<file path="src/rtl/multicycle_control_pkg.sv">
// Shared types and constants for the multicycle ARM64 control path:
// FSM states, opcode match values, instruction-class encoding and
// the ALUOp / pc_src / fault codes driven by the controller.
package cpu_pkg;

    // Controller states
    typedef enum logic [2:0] {
        S_IDLE   = 3'd0,
        S_FETCH  = 3'd1,
        S_DECODE = 3'd2,
        S_EXEC   = 3'd3,
        S_MEM    = 3'd4,
        S_WB     = 3'd5,
        S_BRANCH = 3'd6,
        S_FAULT  = 3'd7
    } state_t;

    // Opcode field ranges (all fields end at bit 31)
    localparam int OPC_MSB    = 31;
    localparam int OPC9_LSB   = 23;   // MOVZ, SUBI
    localparam int OPC8_LSB   = 24;   // CMP, CBZ
    localparam int OPC11_LSB  = 21;   // LDUR, STUR
    localparam int OPC6_LSB   = 26;   // B

    // Opcode match values
    localparam logic [8:0]  OP_MOVZ = 9'b110100101;
    localparam logic [8:0]  OP_SUBI = 9'b110100010;
    localparam logic [7:0]  OP_CMP  = 8'b11101011;
    localparam logic [10:0] OP_LDUR = 11'b11111000010;
    localparam logic [10:0] OP_STUR = 11'b11111000000;
    localparam logic [7:0]  OP_CBZ  = 8'b10110100;
    localparam logic [5:0]  OP_B    = 6'b000101;

    // One-hot instruction class bit positions
    localparam int CLS_MOVZ    = 0;
    localparam int CLS_SUBI    = 1;
    localparam int CLS_CMP     = 2;
    localparam int CLS_LDUR    = 3;
    localparam int CLS_STUR    = 4;
    localparam int CLS_CBZ     = 5;
    localparam int CLS_B       = 6;
    localparam int CLS_ILLEGAL = 7;
    localparam int CLS_W       = 8;
    typedef logic [CLS_W-1:0] cls_t;

    // ALUOp codes consumed by alu_control
    localparam logic [1:0] ALUOP_ADDR   = 2'b00;
    localparam logic [1:0] ALUOP_CBZ    = 2'b01;
    localparam logic [1:0] ALUOP_DECODE = 2'b10;

    // PC source select
    localparam logic [1:0] PCSRC_PLUS4  = 2'b00;
    localparam logic [1:0] PCSRC_BRANCH = 2'b01;

    // Sticky fault codes
    localparam logic [1:0] FAULT_NONE    = 2'b00;
    localparam logic [1:0] FAULT_ILLEGAL = 2'b01;
    localparam logic [1:0] FAULT_TIMEOUT = 2'b10;

endpackage

</file>
<file path="src/rtl/multicycle_control_if.sv">
// Single shared memory port: the controller requests, memory acknowledges.
interface multicycle_control_if;
    logic mem_req;
    logic mem_we;
    logic mem_ack;

    modport master (output mem_req, output mem_we, input mem_ack);
    modport slave  (input mem_req, input mem_we, output mem_ack);
endinterface

</file>
<file path="src/rtl/multicycle_control_opcode_classify.sv">
// Combinational opcode classifier: instruction word -> one-hot class.
// Exactly one bit of o_cls is set; unmatched encodings map to ILLEGAL.
module opcode_classify
    import cpu_pkg::*;
(
    input  logic [31:0] i_instruction,
    output cls_t        o_cls
);

    // Low bits carry operands only; they never affect the class.
    logic w_unused_bits;
    assign w_unused_bits = ^i_instruction[OPC11_LSB-1:0];

    // Match the opcode fields in priority order (encodings do not overlap)
    always_comb begin
        o_cls = '0;
        if (i_instruction[OPC_MSB:OPC9_LSB] == OP_MOVZ) begin
            o_cls[CLS_MOVZ] = 1'b1;
        end else if (i_instruction[OPC_MSB:OPC9_LSB] == OP_SUBI) begin
            o_cls[CLS_SUBI] = 1'b1;
        end else if (i_instruction[OPC_MSB:OPC8_LSB] == OP_CMP) begin
            o_cls[CLS_CMP] = 1'b1;
        end else if (i_instruction[OPC_MSB:OPC11_LSB] == OP_LDUR) begin
            o_cls[CLS_LDUR] = 1'b1;
        end else if (i_instruction[OPC_MSB:OPC11_LSB] == OP_STUR) begin
            o_cls[CLS_STUR] = 1'b1;
        end else if (i_instruction[OPC_MSB:OPC8_LSB] == OP_CBZ) begin
            o_cls[CLS_CBZ] = 1'b1;
        end else if (i_instruction[OPC_MSB:OPC6_LSB] == OP_B) begin
            o_cls[CLS_B] = 1'b1;
        end else begin
            o_cls[CLS_ILLEGAL] = 1'b1;
        end
    end

endmodule

</file>
<file path="src/rtl/multicycle_control.sv">
// Main control FSM of the multicycle ARM64 core. Steps each instruction
// through FETCH/DECODE/EXEC/MEM/WB/BRANCH, arbitrates the single memory
// port, and traps illegal opcodes and memory timeouts into a sticky FAULT.
// Outputs decode from the state register (plus mem_ack for ir_write and
// zero for pc_write in BRANCH) so an async reset clears them immediately.
module multicycle_control
    import cpu_pkg::*;
#(
    parameter int MEM_TIMEOUT = 200,
    parameter int TO_W        = 8
) (
    input  logic                 clk,
    input  logic                 rst_n,
    input  logic                 run,
    input  logic [31:0]          instruction,
    input  logic                 zero,
    multicycle_control_if.master mem_if,
    output logic                 ir_write,
    output logic                 pc_write,
    output logic [1:0]           pc_src,
    output logic [1:0]           ALUOp,
    output logic                 ALUread,
    output logic                 alu_src,
    output logic                 reg_write,
    output logic                 mem_to_reg,
    output logic                 flags_write,
    output logic [1:0]           fault
);

    // Counter value at which an unanswered request has waited MEM_TIMEOUT cycles
    localparam logic [TO_W-1:0] TO_LAST = TO_W'(MEM_TIMEOUT - 1);
    localparam logic [TO_W-1:0] TO_SAT  = '1;

    state_t          r_state;
    state_t          w_next_state;
    state_t          w_boundary;
    cls_t            w_cls;
    cls_t            r_cls;
    logic [TO_W-1:0] r_cnt;
    logic [1:0]      r_fault;
    logic [1:0]      w_fault_next;
    logic            w_mem_phase;
    logic            w_ack;
    logic            w_timeout;
    logic            w_unused_cls;

    opcode_classify u_classify (
        .i_instruction (instruction),
        .o_cls         (w_cls)
    );

    // ILLEGAL never reaches the latched class (DECODE traps it first)
    assign w_unused_cls = r_cls[CLS_ILLEGAL];

    // mem_ack only counts while the port is actually requested
    assign w_mem_phase = (r_state == S_FETCH) || (r_state == S_MEM);
    assign w_ack       = w_mem_phase & mem_if.mem_ack;
    assign w_timeout   = w_mem_phase & ~mem_if.mem_ack & (r_cnt >= TO_LAST);
    // Every instruction boundary re-samples run
    assign w_boundary  = run ? S_FETCH : S_IDLE;

    // Next-state and fault-code selection
    always_comb begin
        w_next_state = r_state;
        w_fault_next = r_fault;
        case (r_state)
            S_IDLE: begin
                if (run) begin
                    w_next_state = S_FETCH;
                end else begin
                    w_next_state = S_IDLE;
                end
            end
            S_FETCH: begin
                if (w_ack) begin
                    w_next_state = S_DECODE;
                end else if (w_timeout) begin
                    w_next_state = S_FAULT;
                    w_fault_next = FAULT_TIMEOUT;
                end else begin
                    w_next_state = S_FETCH;
                end
            end
            S_DECODE: begin
                if (w_cls[CLS_MOVZ] | w_cls[CLS_SUBI] | w_cls[CLS_CMP] |
                    w_cls[CLS_LDUR] | w_cls[CLS_STUR]) begin
                    w_next_state = S_EXEC;
                end else if (w_cls[CLS_CBZ] | w_cls[CLS_B]) begin
                    w_next_state = S_BRANCH;
                end else begin
                    w_next_state = S_FAULT;
                    w_fault_next = FAULT_ILLEGAL;
                end
            end
            S_EXEC: begin
                if (r_cls[CLS_MOVZ] | r_cls[CLS_SUBI]) begin
                    w_next_state = S_WB;
                end else if (r_cls[CLS_CMP]) begin
                    w_next_state = w_boundary;
                end else if (r_cls[CLS_LDUR] | r_cls[CLS_STUR]) begin
                    w_next_state = S_MEM;
                end else begin
                    w_next_state = S_FAULT;
                    w_fault_next = FAULT_ILLEGAL;
                end
            end
            S_MEM: begin
                if (w_ack) begin
                    if (r_cls[CLS_LDUR]) begin
                        w_next_state = S_WB;
                    end else begin
                        w_next_state = w_boundary;
                    end
                end else if (w_timeout) begin
                    w_next_state = S_FAULT;
                    w_fault_next = FAULT_TIMEOUT;
                end else begin
                    w_next_state = S_MEM;
                end
            end
            S_WB:     w_next_state = w_boundary;
            S_BRANCH: w_next_state = w_boundary;
            S_FAULT:  w_next_state = S_FAULT;
            default: begin
                w_next_state = S_FAULT;
                w_fault_next = FAULT_ILLEGAL;
            end
        endcase
    end

    // State and sticky fault registers
    always_ff @(posedge clk or negedge rst_n) begin
        if (!rst_n) begin
            r_state <= S_IDLE;
            r_fault <= FAULT_NONE;
        end else begin
            r_state <= w_next_state;
            r_fault <= w_fault_next;
        end
    end

    // Latch the instruction class in DECODE for use by later states
    always_ff @(posedge clk or negedge rst_n) begin
        if (!rst_n) begin
            r_cls <= '0;
        end else if (r_state == S_DECODE) begin
            r_cls <= w_cls;
        end else begin
            r_cls <= r_cls;
        end
    end

    // Memory wait counter: cleared on ack or on entering FETCH/MEM, else counts requests
    always_ff @(posedge clk or negedge rst_n) begin
        if (!rst_n) begin
            r_cnt <= '0;
        end else if (w_ack || (!w_mem_phase &&
                     ((w_next_state == S_FETCH) || (w_next_state == S_MEM)))) begin
            r_cnt <= '0;
        end else if (w_mem_phase && (r_cnt != TO_SAT)) begin
            r_cnt <= r_cnt + TO_W'(1);
        end else begin
            r_cnt <= r_cnt;
        end
    end

    // Output decode from the current state
    always_comb begin
        mem_if.mem_req = 1'b0;
        mem_if.mem_we  = 1'b0;
        ir_write       = 1'b0;
        pc_write       = 1'b0;
        pc_src         = PCSRC_PLUS4;
        ALUOp          = ALUOP_ADDR;
        ALUread        = 1'b0;
        alu_src        = 1'b0;
        reg_write      = 1'b0;
        mem_to_reg     = 1'b0;
        flags_write    = 1'b0;
        fault          = r_fault;
        case (r_state)
            S_FETCH: begin
                mem_if.mem_req = 1'b1;
                ir_write       = mem_if.mem_ack;
            end
            S_DECODE: begin
                pc_write = 1'b1;
                pc_src   = PCSRC_PLUS4;
            end
            S_EXEC: begin
                ALUread = 1'b1;
                if (r_cls[CLS_MOVZ] | r_cls[CLS_SUBI]) begin
                    ALUOp   = ALUOP_DECODE;
                    alu_src = 1'b1;
                end else if (r_cls[CLS_CMP]) begin
                    ALUOp       = ALUOP_DECODE;
                    flags_write = 1'b1;
                end else begin
                    ALUOp   = ALUOP_ADDR;
                    alu_src = 1'b1;
                end
            end
            S_MEM: begin
                mem_if.mem_req = 1'b1;
                mem_if.mem_we  = r_cls[CLS_STUR];
            end
            S_WB: begin
                reg_write  = 1'b1;
                mem_to_reg = r_cls[CLS_LDUR];
            end
            S_BRANCH: begin
                ALUOp   = ALUOP_CBZ;
                ALUread = 1'b1;
                pc_src  = PCSRC_BRANCH;
                if (r_cls[CLS_CBZ]) begin
                    pc_write = zero;
                end else if (r_cls[CLS_B]) begin
                    pc_write = 1'b1;
                end else begin
                    pc_write = 1'b0;
                end
            end
            default: begin
                fault = r_fault;
            end
        endcase
    end

endmodule

</file>
<file path="src/flat_wrapper.sv">
// flat-port wrapper written by rule: the top's interface ports become plain ports
module multicycle_control_flat import cpu_pkg::*;
#(
    parameter int MEM_TIMEOUT = 200,
    parameter int TO_W        = 8
)
  (clk, rst_n, run, instruction, zero, ir_write, pc_write, pc_src, ALUOp, ALUread, alu_src, reg_write, mem_to_reg, flags_write, fault, mem_if_mem_req, mem_if_mem_we, mem_if_mem_ack);
  multicycle_control_if mem_if_i ();
  input  logic clk;
  input  logic rst_n;
  input  logic run;
  input  logic [31:0] instruction;
  input  logic zero;
  output logic ir_write;
  output logic pc_write;
  output logic [1:0] pc_src;
  output logic [1:0] ALUOp;
  output logic ALUread;
  output logic alu_src;
  output logic reg_write;
  output logic mem_to_reg;
  output logic flags_write;
  output logic [1:0] fault;
  output wire logic [$bits(mem_if_i.mem_req)-1:0] mem_if_mem_req;
  output wire logic [$bits(mem_if_i.mem_we)-1:0] mem_if_mem_we;
  input wire logic [$bits(mem_if_i.mem_ack)-1:0] mem_if_mem_ack;
  assign mem_if_mem_req = mem_if_i.mem_req;
  assign mem_if_mem_we = mem_if_i.mem_we;
  assign mem_if_i.mem_ack = mem_if_mem_ack;
  multicycle_control #(.MEM_TIMEOUT(MEM_TIMEOUT), .TO_W(TO_W)) u_core (.clk(clk), .rst_n(rst_n), .run(run), .instruction(instruction), .zero(zero), .mem_if(mem_if_i), .ir_write(ir_write), .pc_write(pc_write), .pc_src(pc_src), .ALUOp(ALUOp), .ALUread(ALUread), .alu_src(alu_src), .reg_write(reg_write), .mem_to_reg(mem_to_reg), .flags_write(flags_write), .fault(fault));
endmodule
</file>
<file path="config.mk">
export PLATFORM = sky130hd
export DESIGN_NAME = multicycle_control_flat
export DESIGN_NICKNAME = d
export VERILOG_FILES = /design/src/rtl/multicycle_control_pkg.sv /design/src/rtl/multicycle_control_if.sv /design/src/rtl/multicycle_control_opcode_classify.sv /design/src/rtl/multicycle_control.sv /design/src/flat_wrapper.sv
export SDC_FILE = /design/constraint.sdc
export NUM_CORES = 1
export LEC_CHECK = 0
export CAP_MARGIN = 20
export CORE_MARGIN = 5
export CORE_UTILIZATION = 30
export DETAILED_ROUTE_END_ITERATION = 8
export HOLD_SLACK_MARGIN = 0.05
export PLACE_DENSITY_LB_ADDON = 0.1
export SYNTH_ARGS = -nofsm -noshare
export SYNTH_HDL_FRONTEND = slang
export SYNTH_HIERARCHICAL = 1
export SYNTH_SLANG_ARGS = --single-unit
</file>
<file path="constraint.sdc">
create_clock -name clk -period 2.93 [get_ports clk]
set_input_delay 0.879 -clock clk [delete_from_list [all_inputs] [get_ports clk]]
set_output_delay 0.879 -clock clk [all_outputs]
set_load 0.02 [all_outputs]
</file>
==> results of run 1 <==
## flip-flops by register name, indices dropped and copies added, names as in the netlist
register and cells:
u_core/fault 2, u_core/r_cls 7, u_core/r_cnt 8, u_core/r_state 3
## area by class of cell
class                           count  area share, %
Timing Repair Buffer               63           24.5
Multi-Input combinational cell    130           45.3
Tap cell                           67           3.79
Clock buffer                        3           1.87
Clock inverter                      1           1.36
Inverter                            3          0.509
Sequential cell                    20           22.6
## stage by stage
step	setup TNS [ps]	total power [mW]	utilization [%]	hold WS [ps]	area [um^2]
after floorplan	-908	1.04	-	480	1520
after global placement	-7830	1.31	42.0	491	2010
after detailed placement	-7820	1.33	42.0	491	2010
after CTS	-1200	1.73	46.0	518	2200
after global routing	-1610	1.84	46.2	548	2210
final	-838	1.73	46.2	514	2210
## power by group
part	total, mW	switching, mW	internal, mW
clock network	0.286	0.104	0.183
registers	0.397	0.0774	0.320
logic	1.04	0.536	0.508
## cell usage in the layout, fill, tap and decap left out, types with 3 or more instances in the layout
| cell type | instances |
|---|---|
| clkbuf_8 | 3 |
| nor3b_1 | 3 |
| dlygate4sd2_1 | 4 |
| inv_1 | 3 |
| buf_2 | 4 |
| xor2_1 | 3 |
| buf_4 | 33 |
| o21ai_0 | 5 |
| nand4_1 | 3 |
| buf_6 | 3 |
| nor2_1 | 16 |
| dfrtp_1 | 20 |
| a21oi_1 | 4 |
| nand2_1 | 10 |
| mux2_2 | 6 |
| nor3_2 | 6 |
| xnor2_1 | 5 |
| nor3_1 | 6 |
| clkdlybuf4s50_1 | 16 |
## worst max-delay path by stage
stage / endpoint / cells past startpoint / start / slack (ps)
floorplan: u_core/r_cnt[0] / 9 / instruction[31] / -110
global route: u_core/r_cnt[0] / 12 / instruction[30] / -200
CTS: u_core/r_cnt[2] / 12 / instruction[30] / -160
finish: u_core/r_cnt[2] / 12 / instruction[30] / -110
detailed placement: u_core/r_cnt[3] / 11 / instruction[29] / -810
global placement: u_core/r_cnt[0] / 11 / instruction[29] / -790
## per-layer routing
metal / GRT usage [%] / routed length [um] / vias up / share of wire [%]
li1: - / - / 708 / -
met1: 15.3 / 1680 / 695 / 40
met2: 25.5 / 2270 / 37 / 54
met3: 3.22 / 171 / 8 / 4.1
met4: 3.21 / 63 / 0 / 1.5
met5: 0 / 0 / - / 0
## repair_timing
action,in CTS,in global routing
buffers inserted,6,0
pin swaps,15,2
endpoints found under the hold margin,0,0
endpoints found under the setup margin,13,12
resized for setup,62,2
==> flow_metrics.tcl, run 1 <==
set metrics [dict create \
    grt_pass1_vias 1499 \
    crit_type "input pin to flip-flop" \
    chipHeight_um 80.9 \
    clk_latency_ps 270 \
    ff2ff_setup_slack_ps 540 \
    startpoint_type "input pin" \
    rr_worst_depth 8 \
    pre_cts_slack_ps -811 \
    ir_drop_v 0.000279 \
    min_to "u_core/fault[1]" \
    holdPathStages 1 \
    finalNonFillerCells 287 \
    rsz0062_at_grt "yes" \
    dieArea_um2 6540 \
    drtIter0Drc 54 \
    core_area_um2 4790 \
    multi_input_area_um2 1000 \
    fin_nets 259 \
    wire_per_inst_um 14.6 \
    antenna_found_initial 0 \
    hold_path_startpoint "u_core/fault[1]" \
    fin_ws_ps -112 \
    yosysWarnings 6 \
    start_util_pct 31.5 \
    fin_skew_ps 10.0 \
    drc 0 \
    overflow 0 \
    tightest_slew_ps 684 \
    min_period_ps 3040 \
    p_per_area_nw_per_um2 781 \
    via_per_inst 5.05 \
    drtAntennaViolNets 0 \
    cts.reportedPaths.clkPinSlew_ps 90 \
    hold_path_class "flip-flop to flip-flop" \
    syn-num-nets 201 \
    grt_usage_pct 13.5 \
    routabilityCongestion 0.821 \
    p_leak_nw 0.937 \
    critPathCaptureType "flip-flop" \
    violations "setup timing" \
    syn_inst 163 \
    cts_buffers 3 \
    setup_viol 8 \
    grt_pass1_wl_um 6960 \
    status "finished with violations" \
    maxSlewHeadroom_pct 53.2 \
    cts_max_level 1 \
    regArea_um2 500 \
    portBuffers 29 \
    cp_data_arrival_time_ps 3200 \
    dp_hpwl_um 3210 \
    cts_hold_buffers 0 \
    rows 25 \
    cts-root-buf "clkbuf_8" \
    timing.rr.end "u_core/r_cnt[2]" \
    fin_crit_sh_pct 104 \
    clock_sinks 20 \
    n_fill_cell 465 \
    die-width_um 80.9 \
    cp_slowest_cell "or4_4" \
    wirelength_um 4180 \
    clockBufferDepth 2 \
    ios 52 \
    path_delay_family "simple AND/OR/NAND/NOR gates" \
    clock.fmax_ghz 0.329 \
    rr_startpoint "u_core/r_cnt[0]" \
    max_cap_viol_count 0 \
    cts_tree "yes" \
    grt_max_degree 21 \
    syn2layout_area_growth_pct 46.8 \
    max_stage_delay_ps 500 \
    timing.critical_path.fanout_max 8 \
    hold_viol_final 0 \
    drv_slew 0 \
    firstDrtPassIters 4 \
    dp_cells 277 \
    vias 1448 \
    syn_area_um2 1510 \
    drive_above_1_share_pct 37.3 \
    crit_buf_inv 2 \
    critPathRequiredTime_ps 3080 \
    crit_chain "buf_8 > nand3_4 > nor4b_4 > and4b_1 > and2b_1 > or4_4 > or2_4 > a21oi_2 > or4b_4 > a21oi_4 > buf_12 > nor3b_2" \
    insertedDiodeCount 0 \
    syn_area_per_cell_um2 9.24 \
]
(Power assumes the default switching activity.)
==> inputs of run 2 (changes only) <==
--- a/config.mk
+++ b/config.mk
@@ -5,12 +5,12 @@
 export SDC_FILE = /design/constraint.sdc
 export NUM_CORES = 1
 export LEC_CHECK = 0
-export CAP_MARGIN = 20
 export CORE_MARGIN = 5
 export CORE_UTILIZATION = 30
 export DETAILED_ROUTE_END_ITERATION = 8
 export HOLD_SLACK_MARGIN = 0.05
 export PLACE_DENSITY_LB_ADDON = 0.1
+export REMOVE_ABC_BUFFERS = 1
 export SYNTH_ARGS = -nofsm -noshare
 export SYNTH_HDL_FRONTEND = slang
 export SYNTH_HIERARCHICAL = 1
==> run 2 against run 1 <==
  * The run still ends with setup timing left
  * Clock power fell by 37%
  * Register-to-register slack barely moved
  * Clock skew fell by 8.2 ps
  * Utilization fell by 0.052 points
  * Critical path depth rose by 1
  * Sequential share of layout area rose by 0.14 points
  * Largest power group unchanged
==> flow_metrics.tcl, run 2 (synthesis results as in run 1) <==
set metrics [dict create \
    drtAntennaViolNets 0 \
    wire_per_inst_um 13.4 \
    regArea_um2 503 \
    portBuffers 29 \
    tightest_slew_ps 722 \
    antenna_found_initial 0 \
    grt_pass1_vias 1446 \
    fin_ws_ps -116 \
    critPathRequiredTime_ps 3070 \
    firstDrtPassIters 4 \
    multi_input_area_um2 1050 \
    dieArea_um2 6540 \
    crit_type "input pin to flip-flop" \
    clk_latency_ps 250 \
    final_core_util_pct 46.2 \
    wirelength_um 3800 \
    fin_nets 257 \
    syn2layout_area_growth_pct 46.7 \
    n_fill_cell 481 \
    cts-root-buf "clkbuf_8" \
    holdPathStages 1 \
    start_util_pct 31.5 \
    hold_path_class "flip-flop to flip-flop" \
    hold_viol_final 0 \
    min_to "u_core/fault[1]" \
    core_area_um2 4790 \
    timing.rr.end "u_core/r_cnt[4]" \
    insertedDiodeCount 0 \
    whs_ps 508 \
    grt_max_degree 21 \
    routabilityCongestion 0.781 \
    rows 25 \
    critPathCaptureType "flip-flop" \
    timing.critical_path.fanout_max 8 \
    p_leak_nw 0.933 \
    violations "setup timing" \
    maxSlewHeadroom_pct 50.6 \
    rr_startpoint "u_core/r_cnt[0]" \
    grt_pass1_wl_um 6710 \
    hold_path_startpoint "u_core/fault[1]" \
    drive_above_1_share_pct 39.2 \
    min_period_ps 3050 \
    ios 52 \
    cts_max_level 1 \
    cts.reportedPaths.clkPinSlew_ps 70 \
    cp_data_arrival_time_ps 3180 \
    drtIter0Drc 83 \
    fin_crit_sh_pct 104 \
    overflow 0 \
    rr_worst_depth 8 \
    drc 0 \
    drv_slew 0 \
    cts_tree "yes" \
    ff2ff_setup_slack_ps 540 \
    via_per_inst 5.01 \
    biggestRegsByFlops "u_core/r_cnt (8), u_core/r_cls (7), u_core/r_state (3)" \
    grt_usage_pct 12.9 \
    status "finished with violations" \
    top_register "u_core/r_cnt" \
    p_per_area_nw_per_um2 730 \
    final_common_cell "buf_4" \
    max_cap_viol_count 0 \
    fin_skew_ps 1.84 \
    finalNonFillerCells 284 \
    pre_cts_slack_ps -790 \
    startpoint_type "input pin" \
    die-width_um 80.9 \
    clock.fmax_ghz 0.328 \
    cts_buffers 3 \
    vias 1423 \
    layout_common_cells "buf_4, dfrtp_1, clkdlybuf4s50_1, nor2_1, nand2_1" \
    largest_reg_flops 8 \
    clock_sinks 20 \
    setup_viol 9 \
    dp_cells 275 \
    clockBufferDepth 2 \
    ir_drop_v 0.000352 \
    dp_hpwl_um 2980 \
    chipHeight_um 80.9 \
    rsz0062_at_grt "yes" \
]
-- run 2: cell count changes in the layout (fill, tap and decap cells not counted), moves of 2 or more --
cell | before | now
dfrtp_2 | 0 | 2
buf_4 | 33 | 31
buf_6 | 3 | 5
dfrtp_1 | 20 | 18
-- run 2: critical path, stage by stage --
cell and delay [ps]:
buf_6 100, nand3_4 80, buf_4 100, buf_4 80, buf_4 90, nor4b_2 50
or4_4 540, o31ai_4 240, o41ai_2 120, or4b_4 540, a21oi_4 160, buf_12 150
nor3_2 50
-- run 2: report_power, final --
group | switching (mW) | internal, mW | leakage (nW)
Combinational | 0.525 | 0.491 | 0.649
Sequential | 0.0959 | 0.323 | 0.263
Clock | 0.0881 | 0.0914 | 0.0216
Total | 0.709 | 0.905 | 0.933
-- run 2: area by class of cell --
class                           instances  share of cell area (%)
Inverter                                3                   0.510
Clock buffer                            3                    1.87
Tap cell                               67                    3.79
Timing Repair Buffer                   61                    23.7
Multi-Input combinational cell        130                    47.3
Sequential cell                        20                    22.8
-- run 2: metrics by stage --
stage	TNS, ps	instance area (um^2)	power (mW)
6_report	-878	2210	1.61
5_1_grt	-1860	2210	1.74
3_3_place_gp	-7560	1980	1.27
4_1_cts	-1360	2170	1.61
2_1_floorplan	-930	1410	0.940
3_5_place_dp	-7730	1980	1.29
-- run 2: worst max path at each step --
stage	from	to	slack [ps]	cells past startpoint
detailed placement	instruction[29]	u_core/r_cnt[0]	-790	11
floorplan	instruction[29]	u_core/r_cnt[0]	-120	10
CTS	instruction[27]	u_core/r_cnt[2]	-170	12
finish	instruction[30]	u_core/r_cnt[4]	-120	13
global route	instruction[30]	u_core/r_cnt[2]	-220	13
global placement	instruction[29]	u_core/r_cnt[0]	-770	11
-- run 2: layer usage --
layer  global-route usage, %  up-vias  part of all wire, %
li1                        -      708                    -
met1                    16.0      689                   44
met2                    23.0       24                   51
met3                    2.88        2                  4.4
met4                    2.03        0                 0.47
met5                       0        -                    0
-- run 2: timing repair --
action | CTS | global route
hold endpoints to repair | 0 | 0
pin swaps | 12 | 12
buffers inserted | 6 | 1
setup endpoints to repair | 13 | 16
hold buffers | 0 | 0
resized for setup | 65 | 10
